===== config.mk =====
export PLATFORM = sky130hd
export DESIGN_NAME = ahb_gate_monitor_flat
export DESIGN_NICKNAME = d
export VERILOG_FILES = /design/src/rtl/ahb_gate_monitor_if.sv /design/src/rtl/ahb_gate_monitor.sv /design/src/flat_wrapper.sv
export SDC_FILE = /design/constraint.sdc
export NUM_CORES = 2
export LEC_CHECK = 0
export ABC_AREA = 1
export ABC_CLOCK_PERIOD_IN_PS = 60000
export BUFFER_PORTS_ARGS = -buffer_cell sky130_fd_sc_hd__buf_2
export CAP_MARGIN = 40
export CORE_MARGIN = 2
export CORE_UTILIZATION = 50
export DETAILED_ROUTE_END_ITERATION = 7
export GPL_TIMING_DRIVEN = 1
export MAX_ROUTING_LAYER = met4
export PLACE_DENSITY = 0.69
export SLEW_MARGIN = 20
export SYNTH_ARGS = -nofsm -noshare
export SYNTH_HDL_FRONTEND = slang
export SYNTH_SLANG_ARGS = --single-unit
export TNS_END_PERCENT = 50

===== constraint.sdc =====
create_clock -name clk -period 60 [get_ports clk]
set_input_delay 9 -clock clk [delete_from_list [all_inputs] [get_ports clk]]
set_output_delay 9 -clock clk [all_outputs]
set_load 0.02 [all_outputs]

===== src/rtl/ahb_gate_monitor_if.sv =====
// ---------------------------------------------------------------------------
// ahb_gate_monitor_if
// Bundles the AHB-Lite signals observed by ahb_gate_monitor, the
// record-FIFO handshake and the statistics outputs.
//   master modport : bus/testbench side, drives the observed AHB signals
//                    and RecReady, and reads back records and counters.
//   slave modport  : monitor side, samples the AHB signals and RecReady,
//                    and drives the Rec* fields and the counters.
// Signal summary:
//   HADDR/HTRANS/HWRITE/HSIZE/HPROT/HWDATA/HRDATA/HREADY/HRESP : observed bus
//   RecValid/RecReady                  : record FIFO handshake
//   RecAddr/RecData/RecWrite/RecSize/RecFetch/RecErr : FIFO head fields
//   ReadCount/WriteCount/ErrCount/DropCount/Overflow : statistics
//   LastFetchAddr/LastFetchInstr/FetchCount          : fetch tracking
// ---------------------------------------------------------------------------
interface ahb_gate_monitor_if #(
  parameter int unsigned PA_BITS = 56,
  parameter int unsigned AHBW    = 64
);
  logic [PA_BITS-1:0] HADDR;
  logic [1:0]         HTRANS;
  logic               HWRITE;
  logic [2:0]         HSIZE;
  logic [3:0]         HPROT;
  logic [AHBW-1:0]    HWDATA;
  logic [AHBW-1:0]    HRDATA;
  logic               HREADY;
  logic               HRESP;

  logic               RecValid;
  logic               RecReady;
  logic [PA_BITS-1:0] RecAddr;
  logic [AHBW-1:0]    RecData;
  logic               RecWrite;
  logic [2:0]         RecSize;
  logic               RecFetch;
  logic               RecErr;

  logic [31:0]        ReadCount;
  logic [31:0]        WriteCount;
  logic [15:0]        ErrCount;
  logic [15:0]        DropCount;
  logic               Overflow;

  logic [PA_BITS-1:0] LastFetchAddr;
  logic [31:0]        LastFetchInstr;
  logic [31:0]        FetchCount;

  modport master (
    output HADDR, HTRANS, HWRITE, HSIZE, HPROT, HWDATA, HRDATA, HREADY, HRESP,
    output RecReady,
    input  RecValid, RecAddr, RecData, RecWrite, RecSize, RecFetch, RecErr,
    input  ReadCount, WriteCount, ErrCount, DropCount, Overflow,
    input  LastFetchAddr, LastFetchInstr, FetchCount
  );

  modport slave (
    input  HADDR, HTRANS, HWRITE, HSIZE, HPROT, HWDATA, HRDATA, HREADY, HRESP,
    input  RecReady,
    output RecValid, RecAddr, RecData, RecWrite, RecSize, RecFetch, RecErr,
    output ReadCount, WriteCount, ErrCount, DropCount, Overflow,
    output LastFetchAddr, LastFetchInstr, FetchCount
  );
endinterface


===== src/rtl/ahb_gate_monitor.sv =====
// ---------------------------------------------------------------------------
// ahb_gate_monitor
// Passive AHB-Lite observer for gate-level simulation. Follows the
// address/data-phase pipeline, rebuilds each completed transfer into a
// record, queues records in a DEPTH-entry FIFO drained over RecValid/RecReady
// and keeps read/write/error/drop statistics. It never drives the bus.
// Ports:
//   clk   : clock
//   reset : asynchronous active-high reset (clears all state and the FIFO)
//   bus   : ahb_gate_monitor_if.slave (observed AHB, record head, counters)
// Optional feature macro: GATE_MON_FETCH_TRACK_EN
//   defined   : tracks last non-error opcode fetch address/instruction and
//               counts such fetches.
//   undefined : LastFetchAddr/LastFetchInstr/FetchCount are tied to 0.
// ---------------------------------------------------------------------------
module ahb_gate_monitor #(
  parameter int unsigned PA_BITS = 56,
  parameter int unsigned AHBW    = 64,
  parameter int unsigned DEPTH   = 8
) (
  input logic               clk,
  input logic               reset,
  ahb_gate_monitor_if.slave bus
);

  localparam int unsigned AW = $clog2(DEPTH);
  localparam int unsigned PW = AW + 1;

  // Data-phase register
  logic               r_dp_valid;
  logic [PA_BITS-1:0] r_dp_addr;
  logic               r_dp_write;
  logic [2:0]         r_dp_size;
  logic               r_dp_fetch;

  // Record storage
  logic [PA_BITS-1:0] r_mem_addr  [DEPTH];
  logic [AHBW-1:0]    r_mem_data  [DEPTH];
  logic               r_mem_write [DEPTH];
  logic [2:0]         r_mem_size  [DEPTH];
  logic               r_mem_fetch [DEPTH];
  logic               r_mem_err   [DEPTH];

  logic [PW-1:0]      r_wr_ptr;
  logic [PW-1:0]      r_rd_ptr;

  // Statistics
  logic [31:0]        r_read_cnt;
  logic [31:0]        r_write_cnt;
  logic [15:0]        r_err_cnt;
  logic [15:0]        r_drop_cnt;
  logic               r_overflow;

  logic               w_complete;
  logic               w_addr_accept;
  logic               w_empty;
  logic               w_full;
  logic               w_pop;
  logic               w_push;
  logic               w_drop;
  logic [AHBW-1:0]    w_rec_data;
  logic [AW-1:0]      w_wr_idx;
  logic [AW-1:0]      w_rd_idx;

  assign w_complete    = r_dp_valid & bus.HREADY;
  assign w_addr_accept = bus.HREADY & bus.HTRANS[1];
  assign w_rec_data    = r_dp_write ? bus.HWDATA : bus.HRDATA;

  assign w_wr_idx = r_wr_ptr[AW-1:0];
  assign w_rd_idx = r_rd_ptr[AW-1:0];
  // Wrap bit differs with equal index: full; everything equal: empty.
  assign w_empty  = (r_wr_ptr == r_rd_ptr);
  assign w_full   = (w_wr_idx == w_rd_idx) && (r_wr_ptr[AW] != r_rd_ptr[AW]);
  assign w_pop    = ~w_empty & bus.RecReady;
  // A pop in the same cycle frees the slot, so a push while full still lands.
  assign w_push   = w_complete & (~w_full | w_pop);
  assign w_drop   = w_complete & w_full & ~w_pop;

  // Address/data pipeline; HREADY low freezes the data phase (wait states).
  always_ff @(posedge clk or posedge reset) begin
    if (reset) begin
      r_dp_valid <= 1'b0;
      r_dp_addr  <= '0;
      r_dp_write <= 1'b0;
      r_dp_size  <= 3'd0;
      r_dp_fetch <= 1'b0;
    end else if (bus.HREADY) begin
      r_dp_valid <= bus.HTRANS[1];
      if (w_addr_accept) begin
        r_dp_addr  <= bus.HADDR;
        r_dp_write <= bus.HWRITE;
        r_dp_size  <= bus.HSIZE;
        r_dp_fetch <= ~bus.HPROT[0];
      end
    end
  end

  // Record storage write port
  always_ff @(posedge clk or posedge reset) begin
    if (reset) begin
      for (int i = 0; i < int'(DEPTH); i++) begin
        r_mem_addr[i]  <= '0;
        r_mem_data[i]  <= '0;
        r_mem_write[i] <= 1'b0;
        r_mem_size[i]  <= 3'd0;
        r_mem_fetch[i] <= 1'b0;
        r_mem_err[i]   <= 1'b0;
      end
    end else if (w_push) begin
      r_mem_addr[w_wr_idx]  <= r_dp_addr;
      r_mem_data[w_wr_idx]  <= w_rec_data;
      r_mem_write[w_wr_idx] <= r_dp_write;
      r_mem_size[w_wr_idx]  <= r_dp_size;
      r_mem_fetch[w_wr_idx] <= r_dp_fetch;
      r_mem_err[w_wr_idx]   <= bus.HRESP;
    end
  end

  // FIFO pointers
  always_ff @(posedge clk or posedge reset) begin
    if (reset) begin
      r_wr_ptr <= '0;
      r_rd_ptr <= '0;
    end else begin
      if (w_push) r_wr_ptr <= r_wr_ptr + PW'(1);
      if (w_pop)  r_rd_ptr <= r_rd_ptr + PW'(1);
    end
  end

  // Statistics counters; errored transfers still count by direction.
  always_ff @(posedge clk or posedge reset) begin
    if (reset) begin
      r_read_cnt  <= 32'd0;
      r_write_cnt <= 32'd0;
      r_err_cnt   <= 16'd0;
      r_drop_cnt  <= 16'd0;
      r_overflow  <= 1'b0;
    end else begin
      if (w_complete &&  r_dp_write) r_write_cnt <= r_write_cnt + 32'd1;
      if (w_complete && !r_dp_write) r_read_cnt  <= r_read_cnt + 32'd1;
      if (w_complete && bus.HRESP && (r_err_cnt != 16'hFFFF))
        r_err_cnt <= r_err_cnt + 16'd1;
      if (w_drop) begin
        r_overflow <= 1'b1;
        if (r_drop_cnt != 16'hFFFF) r_drop_cnt <= r_drop_cnt + 16'd1;
      end
    end
  end

  // Head of FIFO presented straight from storage
  assign bus.RecValid   = ~w_empty;
  assign bus.RecAddr    = r_mem_addr[w_rd_idx];
  assign bus.RecData    = r_mem_data[w_rd_idx];
  assign bus.RecWrite   = r_mem_write[w_rd_idx];
  assign bus.RecSize    = r_mem_size[w_rd_idx];
  assign bus.RecFetch   = r_mem_fetch[w_rd_idx];
  assign bus.RecErr     = r_mem_err[w_rd_idx];

  assign bus.ReadCount  = r_read_cnt;
  assign bus.WriteCount = r_write_cnt;
  assign bus.ErrCount   = r_err_cnt;
  assign bus.DropCount  = r_drop_cnt;
  assign bus.Overflow   = r_overflow;

`ifdef GATE_MON_FETCH_TRACK_EN
  logic [PA_BITS-1:0] r_last_fetch_addr;
  logic [31:0]        r_last_fetch_instr;
  logic [31:0]        r_fetch_cnt;
  logic [31:0]        w_fetch_instr;

  // On a 64-bit bus, addr[2] selects which 32-bit half holds the opcode.
  if (AHBW == 64) begin : g_instr64
    assign w_fetch_instr = r_dp_addr[2] ? bus.HRDATA[63:32] : bus.HRDATA[31:0];
  end else begin : g_instr32
    assign w_fetch_instr = bus.HRDATA[31:0];
  end

  always_ff @(posedge clk or posedge reset) begin
    if (reset) begin
      r_last_fetch_addr  <= '0;
      r_last_fetch_instr <= 32'd0;
      r_fetch_cnt        <= 32'd0;
    end else if (w_complete && r_dp_fetch && !bus.HRESP) begin
      r_last_fetch_addr  <= r_dp_addr;
      r_last_fetch_instr <= w_fetch_instr;
      r_fetch_cnt        <= r_fetch_cnt + 32'd1;
    end
  end

  assign bus.LastFetchAddr  = r_last_fetch_addr;
  assign bus.LastFetchInstr = r_last_fetch_instr;
  assign bus.FetchCount     = r_fetch_cnt;
`else
  assign bus.LastFetchAddr  = '0;
  assign bus.LastFetchInstr = 32'd0;
  assign bus.FetchCount     = 32'd0;
`endif

endmodule


===== src/flat_wrapper.sv =====
// flat-port wrapper written by rule: the top's interface ports become plain ports
module ahb_gate_monitor_flat 
#(
  parameter int unsigned PA_BITS = 56,
  parameter int unsigned AHBW    = 64,
  parameter int unsigned DEPTH   = 8
)
  (clk, reset, bus_HADDR, bus_HTRANS, bus_HWRITE, bus_HSIZE, bus_HPROT, bus_HWDATA, bus_HRDATA, bus_HREADY, bus_HRESP, bus_RecReady, bus_RecValid, bus_RecAddr, bus_RecData, bus_RecWrite, bus_RecSize, bus_RecFetch, bus_RecErr, bus_ReadCount, bus_WriteCount, bus_ErrCount, bus_DropCount, bus_Overflow, bus_LastFetchAddr, bus_LastFetchInstr, bus_FetchCount);
  ahb_gate_monitor_if #(.PA_BITS(PA_BITS), .AHBW(AHBW)) bus_i ();
  input logic clk;
  input logic reset;
  input wire logic [$bits(bus_i.HADDR)-1:0] bus_HADDR;
  input wire logic [$bits(bus_i.HTRANS)-1:0] bus_HTRANS;
  input wire logic [$bits(bus_i.HWRITE)-1:0] bus_HWRITE;
  input wire logic [$bits(bus_i.HSIZE)-1:0] bus_HSIZE;
  input wire logic [$bits(bus_i.HPROT)-1:0] bus_HPROT;
  input wire logic [$bits(bus_i.HWDATA)-1:0] bus_HWDATA;
  input wire logic [$bits(bus_i.HRDATA)-1:0] bus_HRDATA;
  input wire logic [$bits(bus_i.HREADY)-1:0] bus_HREADY;
  input wire logic [$bits(bus_i.HRESP)-1:0] bus_HRESP;
  input wire logic [$bits(bus_i.RecReady)-1:0] bus_RecReady;
  output wire logic [$bits(bus_i.RecValid)-1:0] bus_RecValid;
  output wire logic [$bits(bus_i.RecAddr)-1:0] bus_RecAddr;
  output wire logic [$bits(bus_i.RecData)-1:0] bus_RecData;
  output wire logic [$bits(bus_i.RecWrite)-1:0] bus_RecWrite;
  output wire logic [$bits(bus_i.RecSize)-1:0] bus_RecSize;
  output wire logic [$bits(bus_i.RecFetch)-1:0] bus_RecFetch;
  output wire logic [$bits(bus_i.RecErr)-1:0] bus_RecErr;
  output wire logic [$bits(bus_i.ReadCount)-1:0] bus_ReadCount;
  output wire logic [$bits(bus_i.WriteCount)-1:0] bus_WriteCount;
  output wire logic [$bits(bus_i.ErrCount)-1:0] bus_ErrCount;
  output wire logic [$bits(bus_i.DropCount)-1:0] bus_DropCount;
  output wire logic [$bits(bus_i.Overflow)-1:0] bus_Overflow;
  output wire logic [$bits(bus_i.LastFetchAddr)-1:0] bus_LastFetchAddr;
  output wire logic [$bits(bus_i.LastFetchInstr)-1:0] bus_LastFetchInstr;
  output wire logic [$bits(bus_i.FetchCount)-1:0] bus_FetchCount;
  assign bus_i.HADDR = bus_HADDR;
  assign bus_i.HTRANS = bus_HTRANS;
  assign bus_i.HWRITE = bus_HWRITE;
  assign bus_i.HSIZE = bus_HSIZE;
  assign bus_i.HPROT = bus_HPROT;
  assign bus_i.HWDATA = bus_HWDATA;
  assign bus_i.HRDATA = bus_HRDATA;
  assign bus_i.HREADY = bus_HREADY;
  assign bus_i.HRESP = bus_HRESP;
  assign bus_i.RecReady = bus_RecReady;
  assign bus_RecValid = bus_i.RecValid;
  assign bus_RecAddr = bus_i.RecAddr;
  assign bus_RecData = bus_i.RecData;
  assign bus_RecWrite = bus_i.RecWrite;
  assign bus_RecSize = bus_i.RecSize;
  assign bus_RecFetch = bus_i.RecFetch;
  assign bus_RecErr = bus_i.RecErr;
  assign bus_ReadCount = bus_i.ReadCount;
  assign bus_WriteCount = bus_i.WriteCount;
  assign bus_ErrCount = bus_i.ErrCount;
  assign bus_DropCount = bus_i.DropCount;
  assign bus_Overflow = bus_i.Overflow;
  assign bus_LastFetchAddr = bus_i.LastFetchAddr;
  assign bus_LastFetchInstr = bus_i.LastFetchInstr;
  assign bus_FetchCount = bus_i.FetchCount;
  ahb_gate_monitor #(.PA_BITS(PA_BITS), .AHBW(AHBW), .DEPTH(DEPTH)) u_core (.clk(clk), .reset(reset), .bus(bus_i));
endmodule

Word level (Yosys, flattened, before mapping). Cells that the tools add are included.

Add/subtract/negate cells: 6. Order comparisons: 3. Equality and inequality tests: 5. Muxes and demuxes: 33. Bitwise operators: 13. Reductions and logical operators: 9.

Operator list (count): 512-bit bitwise mux (1); 448-bit bitwise mux (1); 64-bit two-way mux (4); 64-bit binary-select mux with 3-bit select (1); 64-bit demux with 3-bit select (1); 56-bit binary-select mux with 3-bit select (1); 56-bit demux with 3-bit select (1); 56-bit two-way mux (3); 32-bit by 1-bit adder with 32-bit output (second input constant) (2); 16-bit by 1-bit adder with 16-bit output (second input constant) (2); 16-bit inequality test (second input constant) (2); 24-bit bitwise mux (1); 8-bit bitwise mux (3); 1-bit binary-select mux with 3-bit select (3); 3-bit binary-select mux with 3-bit select (1); 3-bit demux with 3-bit select (1); 3-bit two-way mux (3); 4-bit by 1-bit adder with 4-bit output (second input constant) (2); 4-bit >= comparator (second input constant) (2); 3-bit inverter with 4-bit output (2); 1-bit two-way mux (7); 1-bit AND (6); 1-bit logical AND (6); 4-bit equality test (1); other kinds (8) (12).

Register bits: 1175. Word-level logic and storage cells: 129.

Logic depth before layout (Yosys ltp).
Word-level depth: 6. Depth in mapped cells: 13. Gate-level depth less buffers: 10.

Worst setup path before layout. No wires, ideal clock.

Path type: register to output. Start: reg u_core.r_rd_ptr[0]. End: out bus_RecAddr[0]. Arrival time: 1.834 ns. Data required time: 51.000 ns. Path slack: 49.166 ns. Cell stages (with the launch flop): 9. Buffers on the path: 3. Cell sequence: dfrtp_1 -> inv_2 -> clkbuf_1 -> clkbuf_1 -> clkbuf_1 -> nand2_1 -> nand2_1 -> a21oi_1 -> a31oi_1.

Longest elaborated chain between the ends: 4.

Ends and longest elaborated chain: start, declared (line ahb_gate_monitor.sv:45) `logic [PW-1:0] r_rd_ptr;`; start signal, assigned (line ahb_gate_monitor.sv:126) `if (w_pop) r_rd_ptr <= r_rd_ptr + PW'(1);`; 3-bit inverter with 4-bit output (implied by the code) (line ahb_gate_monitor.sv:152) `assign bus.RecAddr = r_mem_addr[w_rd_idx];`; 56-bit binary-select mux with 3-bit select (line ahb_gate_monitor.sv:152); 56-bit two-way mux (implied by the code) (2 in a row) (line ahb_gate_monitor.sv:152); end, declared (line flat_wrapper.sv:23) `output wire logic [$bits(bus_i.RecAddr)-1:0] bus_RecAddr;`.

No other way between the ends. The select of a mux whose other input is x is not followed.

Worst setup path in the final report.
Start: reg u_core.r_rd_ptr[1]. End: out bus_RecData[14].

Longest elaborated chain between the ends: 4.

Ends and longest elaborated chain: 3-bit inverter with 4-bit output (implied by the code) (line ahb_gate_monitor.sv:153) `assign bus.RecData = r_mem_data[w_rd_idx];`; 64-bit binary-select mux with 3-bit select (line ahb_gate_monitor.sv:153); 64-bit two-way mux (implied by the code) (2 in a row) (line ahb_gate_monitor.sv:153); end, declared (line flat_wrapper.sv:24) `output wire logic [$bits(bus_i.RecData)-1:0] bus_RecData;`.

No other way between the ends. The select of a mux whose other input is x is not followed.

==> summary.md <==
| Metric | Value |
|---|---|
| Post-Layout Cell Count | `9334` |
| Crit share post-route | `0.234` |
| Syn Area/Cell | `7.70 µm²` |
| Fillers | `10.8k` |
| Worst-Margin Slew | `1.54 ns` |
| Count of cell types in the netlist | `28` |
| VDD IR max | `0.0000502 V` |
| FF+latch count, synth | `1175` |
| H-tree levels | `4` |
| DR iter-0 viols | `7065` |
| Buf+Inv Stages, Crit Path | `4` |
| Post-synth design cell area | `59600 µm²` |
| GRT Total Usage | `0.319` |
| Min setup slack post-route | `45.94 ns` |
| I/O pins | `543` |
| Starting density of the core | `0.504` |
| Setup TNS | `0 ns` |
| Crit Path Max Fanout | `62` |
| Slew Limit Fails | `50` |
| Area growth syn-to-layout | `11.4%` |
| Failing checks | `slew limit` |
| Global-route wire length before repair | `301000 µm` |
| Clock Path Buffers | `3` |
| CP endpoint | `bus_RecData[14]` |
| Fin util | `0.562` |
| Post-route ant nets | `0` |
| Overall routed net length | `194000 µm` |
| Via count | `55.5k` |
| DR WL/cell | `20.7 µm` |
| Max-Cap Viols | `0` |
| CP delay by family, top | `buffers and inverters` |
| RSZ-0062 raised after global routing | `no` |
| Design area | `66400 µm²` |
| Initial antenna violation count | `9` |
| Static Leakage | `34.4 nW` |
| Vias in the first global route | `51.3k` |
| Met1 Routed Length | `80900 µm` |
| Buffers added on ports | `418` |
| Crit-path cells | `buf_4 -> buf_4 -> buf_4 -> o21ai_0 -> o21ai_0 -> a21oi_1 -> a31oi_1 -> buf_2` |
| CP Data Required Time | `51.00 ns` |
| Cts repair resizes | `0` |
| NumNets Final | `7897` |
| Die height | `349 µm` |
| Crit path DAT | `5.06 ns` |
| Reg clk slew, reported paths | `0.05 ns` |
| Routed vias/inst | `5.95` |
| Ranking of synthesized cells by area | `dfrtp_1, nand2_1, nand4_1, nor2_1, o21ai_0` |
| Num CTS Buffers | `132` |
| Ys Warns | `0` |
| Cell depth of the worst setup path | `8` |
| R2R Path Start | `u_core.r_rd_ptr[2]$_DFFE_PP0P_` |
| Die area | `122000 µm²` |
| Tightest Hold Check Type | `flop to flop` |
| Worst Setup SP | `u_core.r_rd_ptr[1]$_DFFE_PP0P_` |
| Critical R2R Capture | `u_core.r_mem_data[339]$_DFFE_PP0P_` |
| Crit-path max cell delay | `0.82 ns` |
| DRC | `0` |
| Die width | `349 µm` |
| Fin crit period | `14.06 ns` |
| Worst path slowest cell | `buf_4` |
| Largest net degree at the start of global routing | `244` |
| RePlAce Congestion | `0.875` |
| CTS Hold Bufs | `0` |
| Placed insts | `9085` |
| Final setup viols | `0` |
| Global route total overflow | `0` |
| Post-DP HPWL | `101000 µm` |
| Root Driver | `clkbuf_16` |
| Post-Syn Instances | `7746` |
| Hold Vio Cnt, Final | `0` |
| CORE AREA | `118000 µm²` |
| Critical path class | `flop to primary output` |
| Top sig layer | `met4` |
| Share of layout cells above drive strength 1 | `0.107` |
| Reg2Reg Depth | `16` |
| Post-CTS setup buffer count | `0` |
| CTS tree | `done` |
| Fmax | `71.1 MHz` |
| Status | `finished, violations left` |
| CP Launch Type | `flop` |
| Top-area cell type share of the netlist area | `0.493` |
| Pwr Density | `52.8 nW/µm²` |
| DP Area | `61800 µm²` |
| 1st-pass router iterations | `6` |
| Cell mode on critical path | `buf_4` |
| Clock Skew | `0.0322 ns` |
| Reg2Reg Setup Slack | `54.25 ns` |
| Num rows | `126` |
| Sequential share of the synthesized area | `0.493` |
| WL met3 | `18500 µm` |
| Rel. slew slack | `-0.0257` |
| Crit end category | `primary output` |
| Yosys top cell by area | `dfrtp_1` |
| Post-Place Setup Slack | `46.84 ns` |
| Clock Sinks | `1175` |
| Met2 WL | `89700 µm` |
| Skew-Pair Late Insertion Delay | `0.76 ns` |
[final cells by class]
type	instances	area (µm²)	area share
Antenna cell	8	20.0	0.000301
Clock buffer	196	3940	0.0593
Tap cell	1536	1920	0.0289
Inverter	91	377	0.00567
Clock inverter	36	394	0.00593
Timing Repair Buffer	541	3900	0.0587
Multi-Input combinational cell	5751	26400	0.398
Sequential cell	1175	29400	0.443
[report_power, final]
group	switching, mW	total (mW)	internal (mW)
Combinational	1.01	1.41	0.406
Clock	0.338	0.815	0.477
Sequential	0.191	1.28	1.09
[stage by stage]
step	power (mW)	hold slack, ns
6_report	3.51	0.462
5_1_grt	3.72	0.477
4_1_cts	3.49	0.466
3_5_place_dp	2.67	0.453
3_3_place_gp	2.62	0.447
2_1_floorplan	2.19	0.437
[worst min-delay path by stage]
| stage | start | end | cells past startpoint |
|---|---|---|---|
| 6_report | u_core.r_mem_addr[58]$_DFFE_PP0P_ | u_core.r_mem_addr[58]$_DFFE_PP0P_ | 2 |
| 2_1_floorplan | u_core.r_mem_addr[100]$_DFFE_PP0P_ | u_core.r_mem_addr[100]$_DFFE_PP0P_ | 2 |
| 5_1_grt | u_core.r_mem_addr[247]$_DFFE_PP0P_ | u_core.r_mem_addr[247]$_DFFE_PP0P_ | 2 |
| 3_5_place_dp | u_core.r_mem_data[408]$_DFFE_PP0P_ | u_core.r_mem_data[408]$_DFFE_PP0P_ | 2 |
| 3_3_place_gp | u_core.r_mem_addr[228]$_DFFE_PP0P_ | u_core.r_mem_addr[228]$_DFFE_PP0P_ | 2 |
| 4_1_cts | u_core.r_mem_addr[338]$_DFFE_PP0P_ | u_core.r_mem_addr[338]$_DFFE_PP0P_ | 2 |
[worst min-delay path: cells and delay by family (launching register included)]
| kind | cells | cell delay (ns) |
|---|---|---|
| simple gates | 2 | 0.09 |
| flops | 1 | 0.33 |
[registers in the layout, summed over array words and instances (netlist names), 16 cells and up]
register	flops
u_core.bus.ErrCount	16
u_core.bus.DropCount	16
u_core.r_mem_size	24
u_core.r_dp_addr	56
u_core.bus.WriteCount	32
u_core.r_mem_data	512
u_core.bus.ReadCount	32
u_core.r_mem_addr	448
[cells in the mapped netlist]
library cell and number:
nand3_2 8, xor2_1 37, dfrtp_1 1175, buf_4 133
buf_6 13, inv_2 3, a31oi_1 126, inv_1 87
or2_2 1, o21ai_0 524, nor2_2 2, conb_1 1
buf_1 174, nor3_1 31, nor2_1 706, xnor2_1 25
nand4_1 1039, clkbuf_1 353, nand3_1 67, nand2_2 1
nand2_1 2864, buf_2 175, mux2_2 59, ha_1 6
clkinv_1 1, nor3_2 1, nand3b_1 7, a21oi_1 127
[cells in the final DEF (no fill, tap or decap), drive strengths merged]
| cell | synthesis | routed |
|---|---|---|
| mux2 | 59 | 59 |
| o21ai | 524 | 524 |
| xnor2 | 25 | 25 |
| dfrtp | 1175 | 1175 |
| nand2 | 2865 | 2865 |
| ha | 6 | 6 |
| diode | 0 | 8 |
| nand3b | 7 | 7 |
| inv | 90 | 97 |
| clkinvlp | 0 | 1 |
| nor3 | 32 | 32 |
| nand3 | 75 | 75 |
| nor2 | 708 | 708 |
| or2 | 1 | 1 |
| clkbuf | 353 | 196 |
| clkinv | 1 | 24 |
| a21oi | 127 | 127 |
| nand4 | 1039 | 1039 |
| buf | 495 | 541 |
| a31oi | 126 | 126 |
| bufinv | 0 | 5 |
| xor2 | 37 | 37 |
| conb | 1 | 120 |
[cell families (layout without fill, tap and decap cells)]
group / count (synthesis) / count (layout) / synth area share
AND/OR/NAND/NOR: 4727 / 4727 / 0.345
adder cells (fa/ha/maj): 6 / 6 / 0.00126
buffers and inverters: 939 / 864 / 0.0728
multiplexers: 59 / 59 / 0.0111
AO/OA/AOI/OAI: 777 / 777 / 0.0679
flip-flops: 1175 / 1175 / 0.493
other: 1 / 128 / 0.0000629
XOR/XNOR: 62 / 62 / 0.00911
[metal layers]
metal | up-vias | track usage
li1 | 25543 | -
met1 | 26909 | 0.442
met2 | 2757 | 0.483
met3 | 311 | 0.0519
met4 | 0 | 0.101
met5 | - | -
No activity file was read; power rests on OpenSTA's default activity.
